==> src/rtl/dsp19x2_mac_sequencer_if.sv <==
// Operand stream and result stream for the DSP19X2 MAC sequencer.
// master = sample source / result sink, slave = sequencer.
interface dsp19x2_mac_sequencer_if;
    logic        s_valid;
    logic        s_ready;
    logic [9:0]  s_a1;
    logic [9:0]  s_a2;
    logic [8:0]  s_b1;
    logic [8:0]  s_b2;
    logic        cfg_unsigned_a;
    logic        cfg_unsigned_b;
    logic        cfg_subtract;
    logic        cfg_round;
    logic        cfg_saturate;
    logic [4:0]  cfg_shift_right;
    logic        m_valid;
    logic        m_ready;
    logic [18:0] m_z1;
    logic [18:0] m_z2;

    modport master (
        output s_valid, s_a1, s_a2, s_b1, s_b2,
        output cfg_unsigned_a, cfg_unsigned_b, cfg_subtract,
        output cfg_round, cfg_saturate, cfg_shift_right,
        output m_ready,
        input  s_ready, m_valid, m_z1, m_z2
    );

    modport slave (
        input  s_valid, s_a1, s_a2, s_b1, s_b2,
        input  cfg_unsigned_a, cfg_unsigned_b, cfg_subtract,
        input  cfg_round, cfg_saturate, cfg_shift_right,
        input  m_ready,
        output s_ready, m_valid, m_z1, m_z2
    );
endinterface

==> src/rtl/dsp19x2_mac_sequencer.sv <==
// Sequencer driving a DSP19X2 dual MAC: NUM_TERMS pairs -> one dot product.
// Optional `DSP19X2_SEQ_ABORT_EN adds an abort input for ACCUM/DRAIN.
module dsp19x2_mac_sequencer #(
    parameter int NUM_TERMS   = 8,
    parameter int DSP_LATENCY = 3
) (
    input  logic        CLK,
    input  logic        RESET,
    dsp19x2_mac_sequencer_if.slave bus,
`ifdef DSP19X2_SEQ_ABORT_EN
    input  logic        abort,
`endif
    output logic [9:0]  dsp_a1,
    output logic [9:0]  dsp_a2,
    output logic [8:0]  dsp_b1,
    output logic [8:0]  dsp_b2,
    output logic [2:0]  dsp_feedback,
    output logic        dsp_load_acc,
    output logic        dsp_unsigned_a,
    output logic        dsp_unsigned_b,
    output logic        dsp_subtract,
    output logic        dsp_round,
    output logic        dsp_saturate,
    output logic [4:0]  dsp_shift_right,
    output logic [4:0]  dsp_acc_fir,
    input  logic [18:0] dsp_z1,
    input  logic [18:0] dsp_z2
);

    localparam logic [1:0] S_IDLE  = 2'd0;
    localparam logic [1:0] S_ACCUM = 2'd1;
    localparam logic [1:0] S_DRAIN = 2'd2;
    localparam logic [1:0] S_HOLD  = 2'd3;

    logic [1:0]  r_state;
    logic [6:0]  r_term_cnt;
    logic [2:0]  r_drain_cnt;
    logic [9:0]  r_a1;
    logic [9:0]  r_a2;
    logic [8:0]  r_b1;
    logic [8:0]  r_b2;
    logic [2:0]  r_feedback;
    logic        r_load_acc;
    logic        r_unsigned_a;
    logic        r_unsigned_b;
    logic        r_subtract;
    logic        r_round;
    logic        r_saturate;
    logic [4:0]  r_shift_right;
    logic        r_m_valid;
    logic [18:0] r_m_z1;
    logic [18:0] r_m_z2;

    logic        w_s_ready;
    logic        w_accept;
    logic        w_abort;
    logic [6:0]  w_term_nxt;

`ifdef DSP19X2_SEQ_ABORT_EN
    assign w_abort = abort;
`else
    assign w_abort = 1'b0;
`endif

    assign w_s_ready  = (r_state == S_IDLE) || (r_state == S_ACCUM);
    assign w_accept   = bus.s_valid && w_s_ready;
    assign w_term_nxt = r_term_cnt + 7'd1;

    always_ff @(posedge CLK or posedge RESET) begin
        if (RESET) begin
            r_state       <= S_IDLE;
            r_term_cnt    <= 7'd0;
            r_drain_cnt   <= 3'd0;
            r_a1          <= 10'd0;
            r_a2          <= 10'd0;
            r_b1          <= 9'd0;
            r_b2          <= 9'd0;
            r_feedback    <= 3'b000;
            r_load_acc    <= 1'b0;
            r_unsigned_a  <= 1'b1;
            r_unsigned_b  <= 1'b1;
            r_subtract    <= 1'b0;
            r_round       <= 1'b0;
            r_saturate    <= 1'b0;
            r_shift_right <= 5'd0;
            r_m_valid     <= 1'b0;
            r_m_z1        <= 19'd0;
            r_m_z2        <= 19'd0;
        end else begin
            // accumulator only advances on cycles that carry a term
            r_load_acc <= 1'b0;
            case (r_state)
                S_IDLE: begin
                    if (w_accept) begin
                        r_unsigned_a  <= bus.cfg_unsigned_a;
                        r_unsigned_b  <= bus.cfg_unsigned_b;
                        r_subtract    <= bus.cfg_subtract;
                        r_round       <= bus.cfg_round;
                        r_saturate    <= bus.cfg_saturate;
                        r_shift_right <= bus.cfg_shift_right;
                        r_a1          <= bus.s_a1;
                        r_a2          <= bus.s_a2;
                        r_b1          <= bus.s_b1;
                        r_b2          <= bus.s_b2;
                        r_feedback    <= 3'b001;
                        r_load_acc    <= 1'b1;
                        r_term_cnt    <= 7'd1;
                        if (NUM_TERMS == 1) begin
                            r_state     <= S_DRAIN;
                            r_drain_cnt <= 3'(DSP_LATENCY);
                        end else begin
                            r_state <= S_ACCUM;
                        end
                    end
                end
                S_ACCUM: begin
                    if (w_abort) begin
                        r_state <= S_IDLE;
                    end else if (w_accept) begin
                        r_a1       <= bus.s_a1;
                        r_a2       <= bus.s_a2;
                        r_b1       <= bus.s_b1;
                        r_b2       <= bus.s_b2;
                        r_feedback <= 3'b000;
                        r_load_acc <= 1'b1;
                        r_term_cnt <= w_term_nxt;
                        if (w_term_nxt == 7'(NUM_TERMS)) begin
                            r_state     <= S_DRAIN;
                            r_drain_cnt <= 3'(DSP_LATENCY);
                        end
                    end
                end
                S_DRAIN: begin
                    if (w_abort) begin
                        r_state <= S_IDLE;
                    end else if (r_drain_cnt == 3'd0) begin
                        r_m_z1    <= dsp_z1;
                        r_m_z2    <= dsp_z2;
                        r_m_valid <= 1'b1;
                        r_state   <= S_HOLD;
                    end else begin
                        r_drain_cnt <= r_drain_cnt - 3'd1;
                    end
                end
                S_HOLD: begin
                    if (bus.m_ready) begin
                        r_m_valid <= 1'b0;
                        r_state   <= S_IDLE;
                    end
                end
                default: r_state <= S_IDLE;
            endcase
        end
    end

    assign bus.s_ready     = w_s_ready;
    assign bus.m_valid     = r_m_valid;
    assign bus.m_z1        = r_m_z1;
    assign bus.m_z2        = r_m_z2;
    assign dsp_a1          = r_a1;
    assign dsp_a2          = r_a2;
    assign dsp_b1          = r_b1;
    assign dsp_b2          = r_b2;
    assign dsp_feedback    = r_feedback;
    assign dsp_load_acc    = r_load_acc;
    assign dsp_unsigned_a  = r_unsigned_a;
    assign dsp_unsigned_b  = r_unsigned_b;
    assign dsp_subtract    = r_subtract;
    assign dsp_round       = r_round;
    assign dsp_saturate    = r_saturate;
    assign dsp_shift_right = r_shift_right;
    assign dsp_acc_fir     = 5'd0;

endmodule

==> src/flat_wrapper.sv <==
// flat-port wrapper written by rule: the top's interface ports become plain ports
module dsp19x2_mac_sequencer_flat 
#(
    parameter int NUM_TERMS   = 8,
    parameter int DSP_LATENCY = 3
)
  (CLK, RESET, dsp_a1, dsp_a2, dsp_b1, dsp_b2, dsp_feedback, dsp_load_acc, dsp_unsigned_a, dsp_unsigned_b, dsp_subtract, dsp_round, dsp_saturate, dsp_shift_right, dsp_acc_fir, dsp_z1, dsp_z2, bus_s_valid, bus_s_a1, bus_s_a2, bus_s_b1, bus_s_b2, bus_cfg_unsigned_a, bus_cfg_unsigned_b, bus_cfg_subtract, bus_cfg_round, bus_cfg_saturate, bus_cfg_shift_right, bus_m_ready, bus_s_ready, bus_m_valid, bus_m_z1, bus_m_z2);
  dsp19x2_mac_sequencer_if bus_i ();
  input  logic CLK;
  input  logic RESET;
  output logic [9:0] dsp_a1;
  output logic [9:0] dsp_a2;
  output logic [8:0] dsp_b1;
  output logic [8:0] dsp_b2;
  output logic [2:0] dsp_feedback;
  output logic dsp_load_acc;
  output logic dsp_unsigned_a;
  output logic dsp_unsigned_b;
  output logic dsp_subtract;
  output logic dsp_round;
  output logic dsp_saturate;
  output logic [4:0] dsp_shift_right;
  output logic [4:0] dsp_acc_fir;
  input  logic [18:0] dsp_z1;
  input  logic [18:0] dsp_z2;
  input wire logic [$bits(bus_i.s_valid)-1:0] bus_s_valid;
  input wire logic [$bits(bus_i.s_a1)-1:0] bus_s_a1;
  input wire logic [$bits(bus_i.s_a2)-1:0] bus_s_a2;
  input wire logic [$bits(bus_i.s_b1)-1:0] bus_s_b1;
  input wire logic [$bits(bus_i.s_b2)-1:0] bus_s_b2;
  input wire logic [$bits(bus_i.cfg_unsigned_a)-1:0] bus_cfg_unsigned_a;
  input wire logic [$bits(bus_i.cfg_unsigned_b)-1:0] bus_cfg_unsigned_b;
  input wire logic [$bits(bus_i.cfg_subtract)-1:0] bus_cfg_subtract;
  input wire logic [$bits(bus_i.cfg_round)-1:0] bus_cfg_round;
  input wire logic [$bits(bus_i.cfg_saturate)-1:0] bus_cfg_saturate;
  input wire logic [$bits(bus_i.cfg_shift_right)-1:0] bus_cfg_shift_right;
  input wire logic [$bits(bus_i.m_ready)-1:0] bus_m_ready;
  output wire logic [$bits(bus_i.s_ready)-1:0] bus_s_ready;
  output wire logic [$bits(bus_i.m_valid)-1:0] bus_m_valid;
  output wire logic [$bits(bus_i.m_z1)-1:0] bus_m_z1;
  output wire logic [$bits(bus_i.m_z2)-1:0] bus_m_z2;
  assign bus_i.s_valid = bus_s_valid;
  assign bus_i.s_a1 = bus_s_a1;
  assign bus_i.s_a2 = bus_s_a2;
  assign bus_i.s_b1 = bus_s_b1;
  assign bus_i.s_b2 = bus_s_b2;
  assign bus_i.cfg_unsigned_a = bus_cfg_unsigned_a;
  assign bus_i.cfg_unsigned_b = bus_cfg_unsigned_b;
  assign bus_i.cfg_subtract = bus_cfg_subtract;
  assign bus_i.cfg_round = bus_cfg_round;
  assign bus_i.cfg_saturate = bus_cfg_saturate;
  assign bus_i.cfg_shift_right = bus_cfg_shift_right;
  assign bus_i.m_ready = bus_m_ready;
  assign bus_s_ready = bus_i.s_ready;
  assign bus_m_valid = bus_i.m_valid;
  assign bus_m_z1 = bus_i.m_z1;
  assign bus_m_z2 = bus_i.m_z2;
  dsp19x2_mac_sequencer #(.NUM_TERMS(NUM_TERMS), .DSP_LATENCY(DSP_LATENCY)) u_core (.CLK(CLK), .RESET(RESET), .bus(bus_i), .dsp_a1(dsp_a1), .dsp_a2(dsp_a2), .dsp_b1(dsp_b1), .dsp_b2(dsp_b2), .dsp_feedback(dsp_feedback), .dsp_load_acc(dsp_load_acc), .dsp_unsigned_a(dsp_unsigned_a), .dsp_unsigned_b(dsp_unsigned_b), .dsp_subtract(dsp_subtract), .dsp_round(dsp_round), .dsp_saturate(dsp_saturate), .dsp_shift_right(dsp_shift_right), .dsp_acc_fir(dsp_acc_fir), .dsp_z1(dsp_z1), .dsp_z2(dsp_z2));
endmodule
==> config.mk <==
export PLATFORM = sky130hd
export DESIGN_NAME = dsp19x2_mac_sequencer_flat
export DESIGN_NICKNAME = d
export VERILOG_FILES = /design/src/rtl/dsp19x2_mac_sequencer_if.sv /design/src/rtl/dsp19x2_mac_sequencer.sv /design/src/flat_wrapper.sv
export SDC_FILE = /design/constraint.sdc
export NUM_CORES = 1
export LEC_CHECK = 0
export CAP_MARGIN = 10
export CELL_PAD_IN_SITES_DETAIL_PLACEMENT = 0
export CELL_PAD_IN_SITES_GLOBAL_PLACEMENT = 2
export CORE_ASPECT_RATIO = 0.6
export CORE_MARGIN = 8
export CORE_UTILIZATION = 26
export DETAILED_ROUTE_END_ITERATION = 6
export GPL_TIMING_DRIVEN = 0
export PLACE_DENSITY = 0.91
export RECOVER_POWER = 50
export SETUP_SLACK_MARGIN = 0.5
export SLEW_MARGIN = 10
export SYNTH_ARGS = -nofsm -noshare
export SYNTH_HDL_FRONTEND = slang
export SYNTH_SLANG_ARGS = --single-unit
export TNS_END_PERCENT = 5
==> constraint.sdc <==
create_clock -name CLK -period 3.7 [get_ports CLK]
set_input_delay 0.37 -clock CLK [delete_from_list [all_inputs] [get_ports CLK]]
set_output_delay 0.37 -clock CLK [all_outputs]
set_load 0.05 [all_outputs]
==> results.txt, run 1 <==
Gates resized during post-CTS repair numbered 0. The run gives 4 as the iteration count of the initial detailed-routing pass. The worst hold-check path type was flip-flop to flip-flop.

Yosys mapped a number of flops with a built-in enable equal to 0. The nature of the critical path endpoint is an asynchronous set/reset pin. The starting utilization of the core area came out at 0.267.

The number of hold buffers added after cts is 0, and the number of nets still failing antenna checks after routing is 0. At the worst endpoint, the required time is 3.66 ns. The number of storage elements in the synthesis netlist was 101; the worst-path maximum fanout was 60. The fraction of the cycle the final worst path needs was 0.710. The flow ran to the end, but the final reports show violations.

The fraction of synthesized cell area taken by the top area cell type works out to 0.603. The total overflow left after global routing is 0. The worst setup path is launched from an input port. The first routing iteration left 109 violations.

The die covers 20200 sq um. The net switching share of the total power works out to 0.471. The actual slew at the worst max-slew pin works out to 2.35 ns. The die is 113 um tall. The floorplan has 35 rows. VDD sags by at most 0.726 mV. In the post-synthesis netlist, the cell with the most instances is dfrtp_1.

Average via count per standard cell: 4.29. Traced cell by cell, the critical path runs through dlygate4sd3_1, inv_1. By area the synthesized netlist is led by dfrtp_1, mux2_2, ha_1. Layout overhead on the synthesized area: 58.4%. The checks that failed: capacitance limit, slew limit. The number of input and output port buffers inserted was 179. For the part of the power in the clock network, the log shows 0.142.

The clock edge transition at the registers on the reported setup and hold paths came out at 0.07 ns. For this run, the slowest stage of the critical path takes 1.66 ns. For the combinational share of power, the log shows 0.577.

The leading register cell type out of synthesis was dfrtp_1. The congestion estimate from routability-driven global placement came to 0.745. Post-CTS timing repair inserted 0 buffers for setup. The summed instance area of the synthesized netlist is 4110 sq um.

Master of the slowest instance on the critical path: inv_1. CTS placed an instance of clkbuf_16 at the clock tree root. The share of flip-flops with an asynchronous set or reset after synthesis works out to 1.00. Maximum clock frequency: 0.381 GHz.

The max-capacitance violation count was 1. The worst slew margin relative to its limit is -0.569. The global-route usage over all layers was 0.115.

The portion of total power attributed to sequential cells was 0.280. The core region is 15400 sq um. The run gives 3.69 mW as the internal power component. Excluding fillers, the count of instances in the completed layout stands at 692.

CTS saw 101 sinks. The setup skew after layout is 0.00800 ns, and the fill cell total of the finished layout is 1443. At the worst endpoint, the arrival time is 2.59 ns. Dividing the detail-routed wire length by the instance count gives 16.9 um. After layout, the minimum clock period comes to 2.63 ns.

The run gives 0 as the hold violation total from the final report. The fraction of final layout cells sized beyond drive strength 1 is 0.245, and the maximum count of clock buffers along a single path is 2. The critical path is of the input port to asynchronous set/reset pin type. TritonCTS built the clock tree. The deepest level of the CTS H-tree was 3; the total of endpoints with negative setup slack in the final report was 0. Counting the buffers created by CTS gives 9. The number of inserted diodes was 0. For this design the ratio of total power to cell area is 1070 nW/um^2. The logs give 11.7 mm for the wire length reported by the detailed router and 9.05 mm for the total half-perimeter wirelength after legalization and detailed placement.

Initial antenna violation count: 0. The number of placed instances, taps included, is 676. For the worst-skew pair, the clock arrives at the later sink with an insertion delay of 0.34 ns.

On the critical path the largest part of the delay comes from buffers and inverters. For the pin count of the biggest net entering global routing, the log shows 61. The logs give 581 for the final layout net count and 38 for the count of different cell masters after synthesis. The routed layout has 2971 vias. The total number of yosys warnings was 0; the final standard cell utilization of the core was 0.422. The tools report the net switching component of the power as 3.28 mW.

In the final timing run, aggregate negative setup slack is 0 ns. The mean instance size in the synthesized netlist works out to 14.3 sq um. In the synthesized netlist, the cells that appear most often are dfrtp_1, mux2_2, nand2_1. For the number of ports placed on the die boundary, the log shows 187. The first-pass GRT wire length is 18.3 mm, and the floorplan die width is 178 um. The register area share after synthesis is 0.616. The logs give 60 for the final-report max-slew violation count and 0 for the detailed-route DRC error count.

The number of buffers and inverters on the critical path is 2. For the number of global-route vias before repair, the log shows 3296. Setup repair after global routing left no endpoint under its margin. The cell accounting for the most synthesized area is dfrtp_1. In the synthesized netlist, the number of instances is 287.

Static leakage: 2.74 nW.
## state kept, by name (all words and copies together), names as in the netlist
name and cells:
u_core.r_drain_cnt 3, u_core.dsp_feedback 1, u_core.bus.m_z1 19, u_core.dsp_b1 9, u_core.dsp_load_acc 1, u_core.dsp_a2 10, u_core.r_state 2, u_core.dsp_a1 10
u_core.bus.m_valid 1, u_core.dsp_subtract 1, u_core.dsp_unsigned_b 1, u_core.dsp_round 1, u_core.dsp_saturate 1, u_core.dsp_b2 9, u_core.bus.m_z2 19, u_core.dsp_shift_right 5
u_core.dsp_unsigned_a 1, u_core.r_term_cnt 7
## per-layer routing
metal	up-vias	global-route usage	wire (um)
met1	1463	0.142	5120
met3	2	0.0538	1270
li1	1385	-	-
met5	-	0	0
met2	121	0.178	5300
met4	0	0.0274	38
## cell families after synthesis
group / synth area share
flops: 0.616
mux: 0.241
simple gates: 0.0408
compound gates: 0.0466
buf+inv: 0.0317
fa+ha+maj: 0.0213
other cells: 0.000913
xor+xnor: 0.00213
## power groups by stage
stage               combinational (mW)  sequential (mW)  clock, mW
floorplan                        0.923             3.71          0
global placement                  4.05             1.94          0
detailed placement                4.12             1.98          0
CTS                               4.13             1.97       1.04
global route                      4.22             2.03       1.09
finish                            4.03             1.95      0.992
## final cells by class
type,count,area [sq um],area share
Buffer,16,91.3,0.0140
Timing Repair Buffer,180,1810,0.278
Tap cell,203,254,0.0390
Inverter,10,37.5,0.00577
Clock buffer,11,253,0.0388
Clock inverter,5,65.1,0.0100
Multi-Input combinational cell,166,1470,0.225
Sequential cell,101,2530,0.389
## placed cells by master, fill, tap and decap left out, drive strengths merged, types with 7 or more instances in the layout
master	n
dfrtp	99
nor2	7
buf	12
conb	7
ha	7
o21ai	12
inv	12
dlygate4sd3	23
clkbuf	16
clkdlybuf4s50	156
nand2	14
mux2	87
## stage by stage
stage | setup WS, ns | hold WS [ns] | power (mW) | area (sq um)
2_1_floorplan | 0.686 | 0.470 | 4.63 | 4130
3_3_place_gp | -0.896 | 0.484 | 5.99 | 6180
3_5_place_dp | 1.19 | 0.492 | 6.09 | 6200
4_1_cts | 1.10 | 0.509 | 7.13 | 6520
5_1_grt | 0.543 | 0.511 | 7.34 | 6510
6_report | 1.07 | 0.502 | 6.97 | 6510
## worst paths after layout
check                      slack [ns]  cells after the start                start                   to
max in group CLK                 1.14                      5    u_core.r_state[1]          bus_s_ready
hold reg to reg                  0.50                      1  u_core.bus.m_z2[10]  u_core.bus.m_z2[10]
hold / removal                   0.50                      1  u_core.bus.m_z2[10]  u_core.bus.m_z2[10]
setup reg to reg                 1.37                      7    u_core.r_state[1]     u_core.dsp_a2[4]
min in group asynchronous        1.29                      2                RESET     u_core.dsp_b2[5]
setup / recovery                 1.07                      2                RESET  u_core.bus.m_z1[15]
Note: power is estimated with default switching activity, not from simulation.
==> run 2, diff against run 1 <==
--- a/config.mk
+++ b/config.mk
@@ -10,10 +10,10 @@
 export CELL_PAD_IN_SITES_GLOBAL_PLACEMENT = 2
 export CORE_ASPECT_RATIO = 0.6
 export CORE_MARGIN = 8
-export CORE_UTILIZATION = 26
+export CORE_UTILIZATION = 24
 export DETAILED_ROUTE_END_ITERATION = 6
 export GPL_TIMING_DRIVEN = 0
-export PLACE_DENSITY = 0.91
+export PLACE_DENSITY = 0.89
 export RECOVER_POWER = 50
 export SETUP_SLACK_MARGIN = 0.5
 export SLEW_MARGIN = 10
==> constraint.sdc (replaced) <==
create_clock -name CLK -period 2.31 [get_ports CLK]
set_input_delay 0.231 -clock CLK [delete_from_list [all_inputs] [get_ports CLK]]
set_output_delay 0.231 -clock CLK [all_outputs]
set_load 0.05 [all_outputs]
==> run 2 against run 1 <==
Compared with the run above:
- the flow still finishes with violations (capacitance limit, slew limit)
- via count grew 0.88%
- sequential share of layout area shrank 0.95 points
- sequential cell count is the same
- sequential power up 61%
- setup slack lost 0.71 ns
- non-clock buffer count increased by 9
- power increased by 62%
- global-route usage decreased by 0.83 points
- final cell count rose by 5.8%
- register-to-register slack worse by 1.0 ns
- hold slack worse by 0.13 ns
==> results.txt, run 2 (synthesized netlist as in run 1, its figures left out) <==
The tools report the worst slew margin relative to its limit as -0.0665. The tree built by TritonCTS fans out to 101 sinks. TritonCTS built the clock tree. The starting utilization of the core area came out at 0.243. The library cell used most frequently in the layout, excluding fill and tap cells, is clkdlybuf4s50_1. The clock passes through at most 2 buffers. Worst-path maximum fanout: 10. The floorplan has 37 rows. The total of endpoints with negative setup slack in the final report was 0; the number of ports placed on the die boundary was 187.

Smallest hold slack: 0.373 ns. The worst-case IR drop observed on VDD is 0.801 mV. The final layout net count was 590. Clock latency of the later-clocked register in the worst-skew pair: 0.34 ns.

For this run, the number of standard cells in the final layout without fillers is 732. The initial antenna violation count came out at 0. The setup path with the least slack is of type flip-flop to flip-flop. Number of global-route vias before repair: 3372. The wire length reported by the detailed router is 11.6 mm. For the final-report max-slew violation count, the log shows 33. The global-route usage over all layers was 0.106. The number of nets still failing antenna checks after routing is 0, and the fraction of the cycle the final worst path needs is 0.843.

The run gives 1643 as the fill cell total of the finished layout. The checks that failed: capacitance limit, slew limit. The logs give 0 for the hold violation total from the final report and 1 for the max-capacitance violation count.

The clock edge transition at the registers on the reported setup and hold paths is 0.07 ns, and the iteration count of the initial detailed-routing pass is 6. Once placement completed, the tool counted placed cells totaling 708. The run gives 0 as the number of hold buffers added after cts.

The average via count per standard cell was 4.09; the total half-perimeter wirelength after legalization and detailed placement was 8.97 mm. The analysis attributes to cell leakage a power of 2.79 nW. In this run the critical register-to-register path is launched from u_core.r_state[0]. In this run the register-to-register setup slack is 0.36 ns. The worst hold path begins at bus_s_valid. The worst hold path belongs to the class input port to flip-flop.

The total die area was 21700 sq um. The slowest stage of the critical path belongs to the cell dfrtp_1. The flow ran to the end, but the final reports show violations. The number of CTS-inserted buffers is 9, and the number of inserted diodes is 0. The core region is 16900 sq um.

In this design, the stage delay of the slowest critical-path cell is 0.38 ns. The first global-routing pass estimated 18.3 mm of wire. At the worst endpoint, the arrival time is 2.16 ns. Startpoint kind of the worst setup timing path: a flip-flop. The area growth from synthesis to layout is 62.7%. Clock skew on the completed layout was measured at 0.00631 ns. The run gives 0 as the sum of overflow across all layers after global routing. The critical path starts at u_core.r_state[0]. The run gives 98 as the initial detailed-routing violation count. Input and output buffers added on the ports amount to 179. The clock period could shrink to 1.95 ns. Entering global routing, the biggest net connects 40 pins.

The die extent in y was 117 um; the post-detailed-route wirelength per cell was 15.9 um. The worst endpoint required time was 2.53 ns; the deepest level of the CTS H-tree was 3. For this design the ratio of total power to cell area is 1690 nW/um^2. The tools report the area used by multi-input combinational logic as 1510 sq um.

Setup repair after global routing could not meet its margin everywhere. From left edge to right edge, the die measures 185 um. Based on the critical path, the design can be clocked at up to 0.514 GHz. The root buffer cell chosen for the clock tree is clkbuf_16.

Registers take 2540 sq um. For this run, design rule violations remaining after detail routing come to 0. The depth of the worst register-to-register path is 7.

The nature of the critical path endpoint was a flip-flop. Across all layers, the routed design uses 2997 vias. The actual slew at the worst max-slew pin was 1.59 ns; the final estimated routing congestion in global placement was 0.798.

The tools report the worst setup path endpoint as u_core.dsp_b1[2]. The fraction of final layout cells sized beyond drive strength 1 works out to 0.281. The endpoint of the worst register-to-register path is u_core.dsp_b1[2]. Leaving out fill and tap cells, the most frequent cells in the layout are clkdlybuf4s50_1, dfrtp_1, mux2_2. Walking the worst path, the cells encountered are clkbuf_1, ha_1, inv_1, nand2_1, nand2_4, buf_4, mux2_2.
## run 2: worst min path at each step
stage | to | cells past startpoint
3_5_place_dp | u_core.dsp_feedback[0] | 2
4_1_cts | u_core.dsp_a1[4] | 2
6_report | u_core.dsp_feedback[0] | 3
2_1_floorplan | u_core.bus.m_z1[10] | 1
5_1_grt | u_core.dsp_feedback[0] | 3
3_3_place_gp | u_core.r_term_cnt[6] | 1
## run 2: cell type report
type	count	area share
multi-input cells	166	0.226
clock inverters	5	0.00973
inverters	10	0.00580
well taps	234	0.0438
clock buffers	11	0.0378
plain buffers	16	0.0182
repair buffers	189	0.280
flip-flops and latches	101	0.379
## run 2: through the flow
stage | util | setup TNS (ns) | area (sq um) | setup slack (ns) | total power [mW]
floorplan | - | 0 | 4140 | 0.139 | 7.42
global placement | 0.367 | -14.53 | 6220 | -0.161 | 9.60
detailed placement | 0.369 | -0.0341 | 6260 | -0.0341 | 9.73
CTS | 0.392 | 0 | 6630 | 0.364 | 11.5
global route | 0.395 | 0 | 6690 | 0.232 | 11.9
finish | 0.395 | 0 | 6690 | 0.363 | 11.3
## run 2: layer usage
layer,GRT usage,part of all wire,vias up
met5,0,0,-
met4,0.0239,0.0076,0
met3,0.0727,0.15,8
met2,0.156,0.42,131
met1,0.126,0.43,1454
li1,-,-,1404
## run 2: critical path, delay by kind of cell (launching register included)
family                   cells  cell delay, ns
adder cells (fa/ha/maj)      1            0.29
buffers and inverters        3            0.50
flip-flops                   1            0.38
multiplexers                 1            0.36
AND/OR/NAND/NOR              2            0.30
## run 2: timing repair
action,4_1_cts,5_1_grt
buffers inserted,3,5
cloned,0,0
resized for setup,19,20
pin swaps,1,4
endpoints found under the setup margin,81,91
## run 2: report_power, final
group          internal, mW  switching [mW]
clock                 0.914           0.679
combinational          2.47            4.14
sequential             2.66           0.469
total                  6.04            5.29
